$ cat src/rtl/rival_car_gen.sv
// Rival car spawner/driver with player overlap detection and pass counter.
// Optional RIVAL_SPEEDUP_EN: step grows by 1 px every 8 rivals passed, capped at 4.
module rival_car_gen #(
    parameter int          OFFSET_BG_X   = 200,
    parameter int          OFFSET_BG_Y   = 150,
    parameter int          BG_HEIGHT     = 240,
    parameter int          CAR_WIDTH     = 14,
    parameter int          CAR_HEIGHT    = 16,
    parameter int          ROAD_LEFT     = 44,
    parameter int          RIVAL_STEP    = 2,
    parameter int          STEP_DIV      = 1_000_000,
    parameter int          RESPAWN_DELAY = 32,
    parameter logic [15:0] LFSR_SEED     = 16'hACE1
) (
    input  logic        clk,
    input  logic        reset_n,
    input  logic        restart,
    input  logic [9:0]  car_x,
    input  logic [8:0]  car_y,
    input  logic        bg_sp_y,
    output logic [9:0]  rival_x,
    output logic [8:0]  rival_y,
    output logic        rival_active,
    output logic        collide_with_rival,
    output logic [15:0] score
);

    localparam int TW = (STEP_DIV > 1) ? $clog2(STEP_DIV) : 1;
    localparam int DW = $clog2(RESPAWN_DELAY + 1);
    localparam logic [8:0]  SPAWN_Y   = 9'(OFFSET_BG_Y);
    localparam logic [9:0]  EXIT_Y    = 10'(OFFSET_BG_Y + BG_HEIGHT);
    localparam logic [9:0]  LANE_BASE = 10'(OFFSET_BG_X + ROAD_LEFT);
    localparam logic [10:0] CW        = 11'(CAR_WIDTH);
    localparam logic [10:0] CH        = 11'(CAR_HEIGHT);

    typedef enum logic [1:0] {
        S_WAIT,
        S_SPAWN,
        S_DRIVE,
        S_CRASH
    } state_t;

    state_t          r_state;
    logic [TW-1:0]   r_tick_cnt;
    logic [DW-1:0]   r_delay;
    logic [15:0]     r_lfsr;

    logic            w_tick;
    logic            w_fb;
    logic [9:0]      w_lane_x;
    logic [9:0]      w_step;
    logic [9:0]      w_next_y;
    logic            w_exit;
    logic            w_overlap;

    assign w_tick = (r_tick_cnt == TW'(STEP_DIV - 1));
    assign w_fb   = r_lfsr[15] ^ r_lfsr[13] ^ r_lfsr[12] ^ r_lfsr[10];

    // Lane 1 is weighted double so the centre lane appears most often.
    always_comb begin
        w_lane_x = LANE_BASE + 10'd30;
        unique case (r_lfsr[1:0])
            2'd0:    w_lane_x = LANE_BASE + 10'd4;
            2'd2:    w_lane_x = LANE_BASE + 10'd56;
            default: w_lane_x = LANE_BASE + 10'd30;
        endcase
    end

`ifdef RIVAL_SPEEDUP_EN
    logic [15:0] w_sum;
    assign w_sum  = 16'(RIVAL_STEP) + {3'b000, score[15:3]};
    assign w_step = (w_sum > 16'd4) ? 10'd4 : w_sum[9:0];
`else
    assign w_step = 10'(RIVAL_STEP);
`endif

    assign w_next_y = {1'b0, rival_y} + w_step;
    assign w_exit   = (w_next_y >= EXIT_Y);

    assign w_overlap = (r_state == S_DRIVE)
        && ({1'b0, rival_x} < {1'b0, car_x} + CW)
        && ({1'b0, car_x} < {1'b0, rival_x} + CW)
        && ({2'b00, rival_y} < {2'b00, car_y} + CH)
        && ({2'b00, car_y} < {2'b00, rival_y} + CH);

    always_ff @(posedge clk or negedge reset_n) begin
        if (!reset_n) begin
            r_state            <= S_WAIT;
            r_tick_cnt         <= '0;
            r_delay            <= '0;
            r_lfsr             <= LFSR_SEED;
            rival_x            <= '0;
            rival_y            <= SPAWN_Y;
            rival_active       <= 1'b0;
            collide_with_rival <= 1'b0;
            score              <= '0;
        end else begin
            r_lfsr <= {r_lfsr[14:0], w_fb};
            if (restart) begin
                r_state            <= S_WAIT;
                r_tick_cnt         <= '0;
                r_delay            <= '0;
                rival_y            <= SPAWN_Y;
                rival_active       <= 1'b0;
                collide_with_rival <= 1'b0;
                score              <= '0;
            end else begin
                r_tick_cnt <= w_tick ? '0 : r_tick_cnt + TW'(1);
                unique case (r_state)
                    S_WAIT: begin
                        if (w_tick) begin
                            if (r_delay == DW'(RESPAWN_DELAY - 1)) begin
                                r_delay <= '0;
                                r_state <= S_SPAWN;
                            end else begin
                                r_delay <= r_delay + DW'(1);
                            end
                        end
                    end
                    S_SPAWN: begin
                        rival_x      <= w_lane_x;
                        rival_y      <= SPAWN_Y;
                        rival_active <= 1'b1;
                        r_state      <= S_DRIVE;
                    end
                    S_DRIVE: begin
                        // A crash on the exit tick wins; the rival is not scored.
                        if (w_overlap) begin
                            collide_with_rival <= 1'b1;
                            r_state            <= S_CRASH;
                        end else if (w_tick && bg_sp_y) begin
                            if (w_exit) begin
                                rival_active <= 1'b0;
                                score        <= score + 16'd1;
                                r_state      <= S_WAIT;
                            end else begin
                                rival_y <= w_next_y[8:0];
                            end
                        end
                    end
                    S_CRASH: begin
                        collide_with_rival <= 1'b1;
                    end
                    default: r_state <= S_WAIT;
                endcase
            end
        end
    end

endmodule

$ cat config.mk
export PLATFORM = sky130hd
export DESIGN_NAME = rival_car_gen
export DESIGN_NICKNAME = d
export VERILOG_FILES = /design/src/rtl/rival_car_gen.sv
export SDC_FILE = /design/constraint.sdc
export NUM_CORES = 1
export LEC_CHECK = 0
export ABC_AREA = 1
export CORE_ASPECT_RATIO = 0.6
export CORE_MARGIN = 1.5
export CORE_UTILIZATION = 57
export DETAILED_ROUTE_END_ITERATION = 12
export GPL_TIMING_DRIVEN = 0
export PLACE_DENSITY_LB_ADDON = 0.08
export SETUP_SLACK_MARGIN = 0.4
export SKIP_LAST_GASP = 1
export SYNTH_ARGS = -nofsm -noshare
export SYNTH_HDL_FRONTEND = slang
export SYNTH_SLANG_ARGS = --single-unit
$ cat constraint.sdc
create_clock -name clk -period 3.44 [get_ports clk]
set_input_delay 1.032 -clock clk [delete_from_list [all_inputs] [get_ports clk]]
set_output_delay 1.032 -clock clk [all_outputs]
set_load 0.01 [all_outputs]
Yosys cells after proc, flatten, opt, wreduce, memory -nomap -nowiden
Cells that the tools add are included.

cells by class
  $add $sub $neg = 8
  order comparisons = 5
  eq/ne operators = 16
  multiplexer cells = 32
  bitwise gates (word level) = 4
  reductions and logical operators = 22

operators by type and width
  cell                   number
  $mux 16                5
  $mux 20                2
  $mux 9                 4
  $pmux 9 s2             2
  $mux 6                 4
  $add 10x4->11 const B  2
  $lt 10x11->1           2
  $add 20x1->20 const B  1
  $add 9x5->10 const B   2
  $eq 20x20->1 const B   1
  $lt 9x10->1            2
  $ne 3x3->1 const B     6
  $add 16x1->16 const B  1
  $mux 2                 6
  $reduce_and 4->1       3
  $add 9x2->10 const B   1
  $ge 10x9->1 const B    1
  $reduce_bool 2->1      5
  $add 6x1->6 const B    1
  $eq 2x2->1 const B     3
  $eq 6x5->1 const B     1
  $mux 1                 6
  $pmux 2 s3             1
  $reduce_and 2->1       3
  other kinds (13)       22

storage, ports and cells
  register bits = 81
  input bits = 23
  output and inout bits = 37
  logic and storage cells = 96

Logic depth before layout (Yosys ltp)
  depth in word-level cells = 9
  depth in mapped cells = 20
  depth with buffers taken out = 19

Worst setup path after synthesis
Ideal clock, no wire load.

  path kind = input to register
  start point = input car_x[1]
  end point = register score[4]
  setup time = 0.117 ns
  arrival time = 3.040 ns
  data required time = 3.323 ns
  setup slack = 0.284 ns
  cell stages on the path = 19
  path buffers = 1
  cell sequence = inv_1 > ha_1 > nand2_1 > nand2_1 > xor2_1 > ha_1 > nand2_1 > inv_1 > a21oi_1 > nand2_1 > nand2_1 > nand2_1 > a21oi_1 > nand4_4 > nand2_4 > nand2_4 > buf_6 > nand2_1 > nand2_1

on the way
  longest elaborated chain between the ends = 8
  elaborated cells on any way between the ends = 9
  those cells by class = add/sub (1); order compare (2); eq/ne (1); reduce/logical (5)

RTL lines
  element                         line  RTL
  start: declaration              18    input logic [9:0] car_x,
  $add 10x4->11                   81    && ({1'b0, rival_x} < {1'b0, car_x} + CW)
  $lt 10x11->1                    81
  $logic_and 1x1->1               81
  $logic_and 1x1->1 (*)           82    && ({1'b0, car_x} < {1'b0, rival_x} + CW)
  $logic_and 1x1->1 (*)           83    && ({2'b00, rival_y} < {2'b00, car_y} + CH)
  $logic_and 1x1->1 (*)           84    && ({2'b00, car_y} < {2'b00, rival_y} + CH);
  $ne 2x2->1 (no line) (*)        n/a
  $reduce_and 4->1 (no line) (*)  n/a
  end signal: assignment          134   score <= score + 16'd1;
  end: declaration                25    output logic [15:0] score

Mark *: on every way between the ends. The rest lies on a longest branch, timed or not.
A chain may end at the register's enable or synchronous reset.

Worst setup path after layout
  start point = input car_x[2]
  end point = register score[12]

The elaborated chain is that of the path after synthesis.

==> results.toml <==
[worst_hold_path]
min_path_type = "flop to flop"
whs_endpoint = "r_lfsr[3]"
hold_depth = 0
hp-start = "r_lfsr[2]"

[pwr]
total_power_mw = 2.54
swShare_pct = 30.3
max-vdd-ir-drop_uv = 366
seqPwrFrac_pct = 39.9
power_frac_clock_pct = 38.2
power_density_mw_per_mm2 = 407
intPower_mw = 1.77
pwr-share-comb_pct = 21.9
switchingPower_mw = 0.769
leakagePower_nw = 3.04

[place]
dp_hpwl_um = 8200
placed_cells = 819
globalplace.congestion = 0.838
port_buffers = 55

[route]
drt_iter0_markers = 326
wirelength_um = 11300
detail-route-antenna-nets = 0
drc = 0
post_drt_wl_per_cell_um = 13.4
via_count = 4447
dr.pass1.iters = 5
vias_per_cell = 5.26

[sta]
fin_crit_sh_pct = 85.4
finClkSkew_ps = 3.97
setup_viol = 0
tightestPinTransition_ps = 614
rsz0062_at_grt = "no"
fin_crit_ps = 2940
slew_headroom_pct = 58.9
whs_ps = 351
fmax_ghz = 0.341
slew_violations = 0
final_hold_viol_count = 0

[logic_synthesis]
syn_inst = 649
yosysWarnings = 0
netlist_area_mm2 = 0.00502
synthArstFlopShare_pct = 100
yosysSeqAreaShare_pct = 38.2
synth-seq-cells = 76
syn_area_per_cell_um2 = 7.73
ys_types = 40
synth_edf_count = 0
yosys_most_used_dff = "dfrtp_1"

[setup_path]
ff2ff_setup_slack_ps = 670
cp_slowest_cell = "ha_1"
timing.critical_path.mode_cell = "nand2_4"
crit_chain = "buf_8, inv_4, ha_4, nand2_4, nand2_2, xor2_1, ha_1, nand2_1, inv_1, a21oi_2, nand2_1, nand2_1, nand2_2, a21oi_2, nand4_4, nand2_4, nand2_4, buf_8, nand2_4, nand2_2"
slowest_delay_ps = 250
crit_type = "primary input to flop"
worstPathBufferInverterCount = 4
crit_arrival_ps = 3160
startpoint_type = "primary input"
timing.rr.end = "score[1]"
r2r-start = "rival_y[4]"
cp-end-kind = "flop"
crit_path_max_fanout = 5
rr_worst_depth = 15
critPathTopFamily = "simple AND/OR/NAND/NOR gates"
worstPathRequired_ps = 3660

[final_layout]
diodes = 0
final-seq-area_mm2 = 0.00192
final_util_pct = 73.4
mostFrequentLayoutCell = "nand2_1"
drive_gt1_share_pct = 13.1
fin_cells = 846
layout_common_cells = "nand2_1 (150), inv_1 (78), nor2_1 (68)"
multi_input_area_mm2 = 0.00281
nets = 795
syn_to_final_growth_pct = 24.7
nFillCells = 683

[outcome]
status = "complete, no violations"

[clock_tree]
cts.sinks = 76
cts_buffers = 9
h-tree-depth = 3
clkTransAtPathRegs_ps = 60
root_buffer = "clkbuf_16"
cts_tree = "built"
cts_max_path_buffers = 2
clk_latency_ps = 330

[global_routing]
grt_pass1_vias = 4026
grt_use_met1_pct = 36.4
use_met2_pct = 39.4
grt_pass1_wl_um = 18400
met3_usage_pct = 5.16
grt_overflow = 0
grt_antenna_before_repair = 0
gr-max-usage-layer = "met2"
gr-usage-all-layers_pct = 25.1
grt_max_degree = 74

[die]
dieHeight_um = 75.7
core_mm2 = 0.00852
ios = 60
dieArea_mm2 = 0.00939
die_x_um = 124
fp-row-count = 26
initial_core_util_pct = 58.9

[run]
drv_cap = 0
## worst max path at each step
stage | start | to | slack (ps) | cells past startpoint
global placement | reset_n | r_tick_cnt[17] | -1230 | 1
global route | car_x[3] | score[12] | 340 | 18
CTS | car_x[1] | score[12] | 410 | 20
floorplan | car_x[2] | score[4] | 410 | 19
detailed placement | car_x[2] | score[12] | -490 | 20
finish | car_x[2] | score[12] | 500 | 20
## power by group through the flow
| stage | clock network [mW] | registers, mW | logic (mW) |
|---|---|---|---|
| final | 0.972 | 1.01 | 0.557 |
| after global routing | 1.03 | 1.02 | 0.639 |
| after CTS | 0.987 | 1.01 | 0.541 |
| after detailed placement | 0 | 1.03 | 0.531 |
| after global placement | 0 | 1.03 | 0.506 |
| after floorplan | 0 | 1.03 | 0.335 |
## cell type report
cell class / instances / share of cell area [%]
tap: 112 / 2.24
sequential: 76 / 30.6
buffer: 15 / 1.56
multi-input combinational: 478 / 44.9
inverter: 82 / 5.00
clock buffer: 10 / 3.82
clock inverter: 6 / 1.14
timing repair buffer: 67 / 10.7
## sequential cells by signal, indices dropped and copies added (netlist names)
register            cells
rival_x                 6
collide_with_rival      1
rival_active            1
r_tick_cnt             20
r_delay                 6
rival_y                 8
r_state                 2
r_lfsr                 16
score                  16
## metal layers
metal  up-vias  share of wire (%)
met5         -                  0
met4         0               0.56
met3        11                3.9
met2        83                 44
met1      2092                 52
li1       2261                  -
## worst reg2reg max path, cell delays in order, from the launching register on
cell     delay [ps]
dfstp_2         630
ha_1            210
nand2_1          90
nor2_2          140
xor2_1           80
ha_1            280
inv_1            40
nor2_1          160
nand2_1         100
nor3_1          290
nor2_4           70
nand4_4         140
nand2_4          90
buf_4           160
nand3_1          70
o21ai_0          80
## through the flow
stage | area (um2) | TNS [ps] | setup slack [ps]
2_1_floorplan | 5040 | 0 | 407
3_3_place_gp | 5730 | -92400 | -1230
3_5_place_dp | 5760 | -10240 | -490
4_1_cts | 6160 | 0 | 411
5_1_grt | 6250 | 0 | 345
6_report | 6250 | 0 | 504
## cell usage after synthesis, types with 2 or more instances
cell         n  area, um2
nand3_2      3       30.0
buf_2        4       20.0
nand3_1     48        240
nor3b_1      2       15.0
nor3_1       7       35.0
o22ai_1      2       12.5
a21o_1       2       15.0
nand2_1    163        612
o21a_1       4       30.0
ha_1        43        538
buf_4        6       45.0
nor4_1       2       12.5
nand4_1     23        144
nor2_2       3       18.8
dfstp_2     12        315
o21ai_0     19       95.1
clkinv_1     2       7.51
o31ai_1      2       15.0
xor2_1      26        228
inv_1       80        300
clkbuf_1     4       15.0
a2bb2oi_1    2       17.5
a21oi_1     29        145
dfrtp_1     64       1600
xnor2_1     12        105
nor2_1      70        263
nand2_4      2       22.5
## repair_timing
item / CTS / global route
cloned: 1 / 0
hold buffers: 0 / 0
resized for setup: 25 / 38
pin swaps: 8 / 13
endpoints found under the hold margin: 0 / 0
setup endpoints to repair: 28 / 28
buffers inserted: 7 / 3
## logic make-up (layout without fill, tap and decap cells)
kind of cell	after synthesis	in the layout	share of synthesized area [%]
flip-flops	76	76	38.2
XOR/XNOR	38	38	6.63
adder cells (fa/ha/maj)	43	43	10.7
AO/OA/AOI/OAI	65	65	7.31
other	1	3	0.0747
AND/OR/NAND/NOR	329	329	29.1
buffers and inverters	97	180	7.96
No activity file was read; power rests on OpenSTA's default activity.
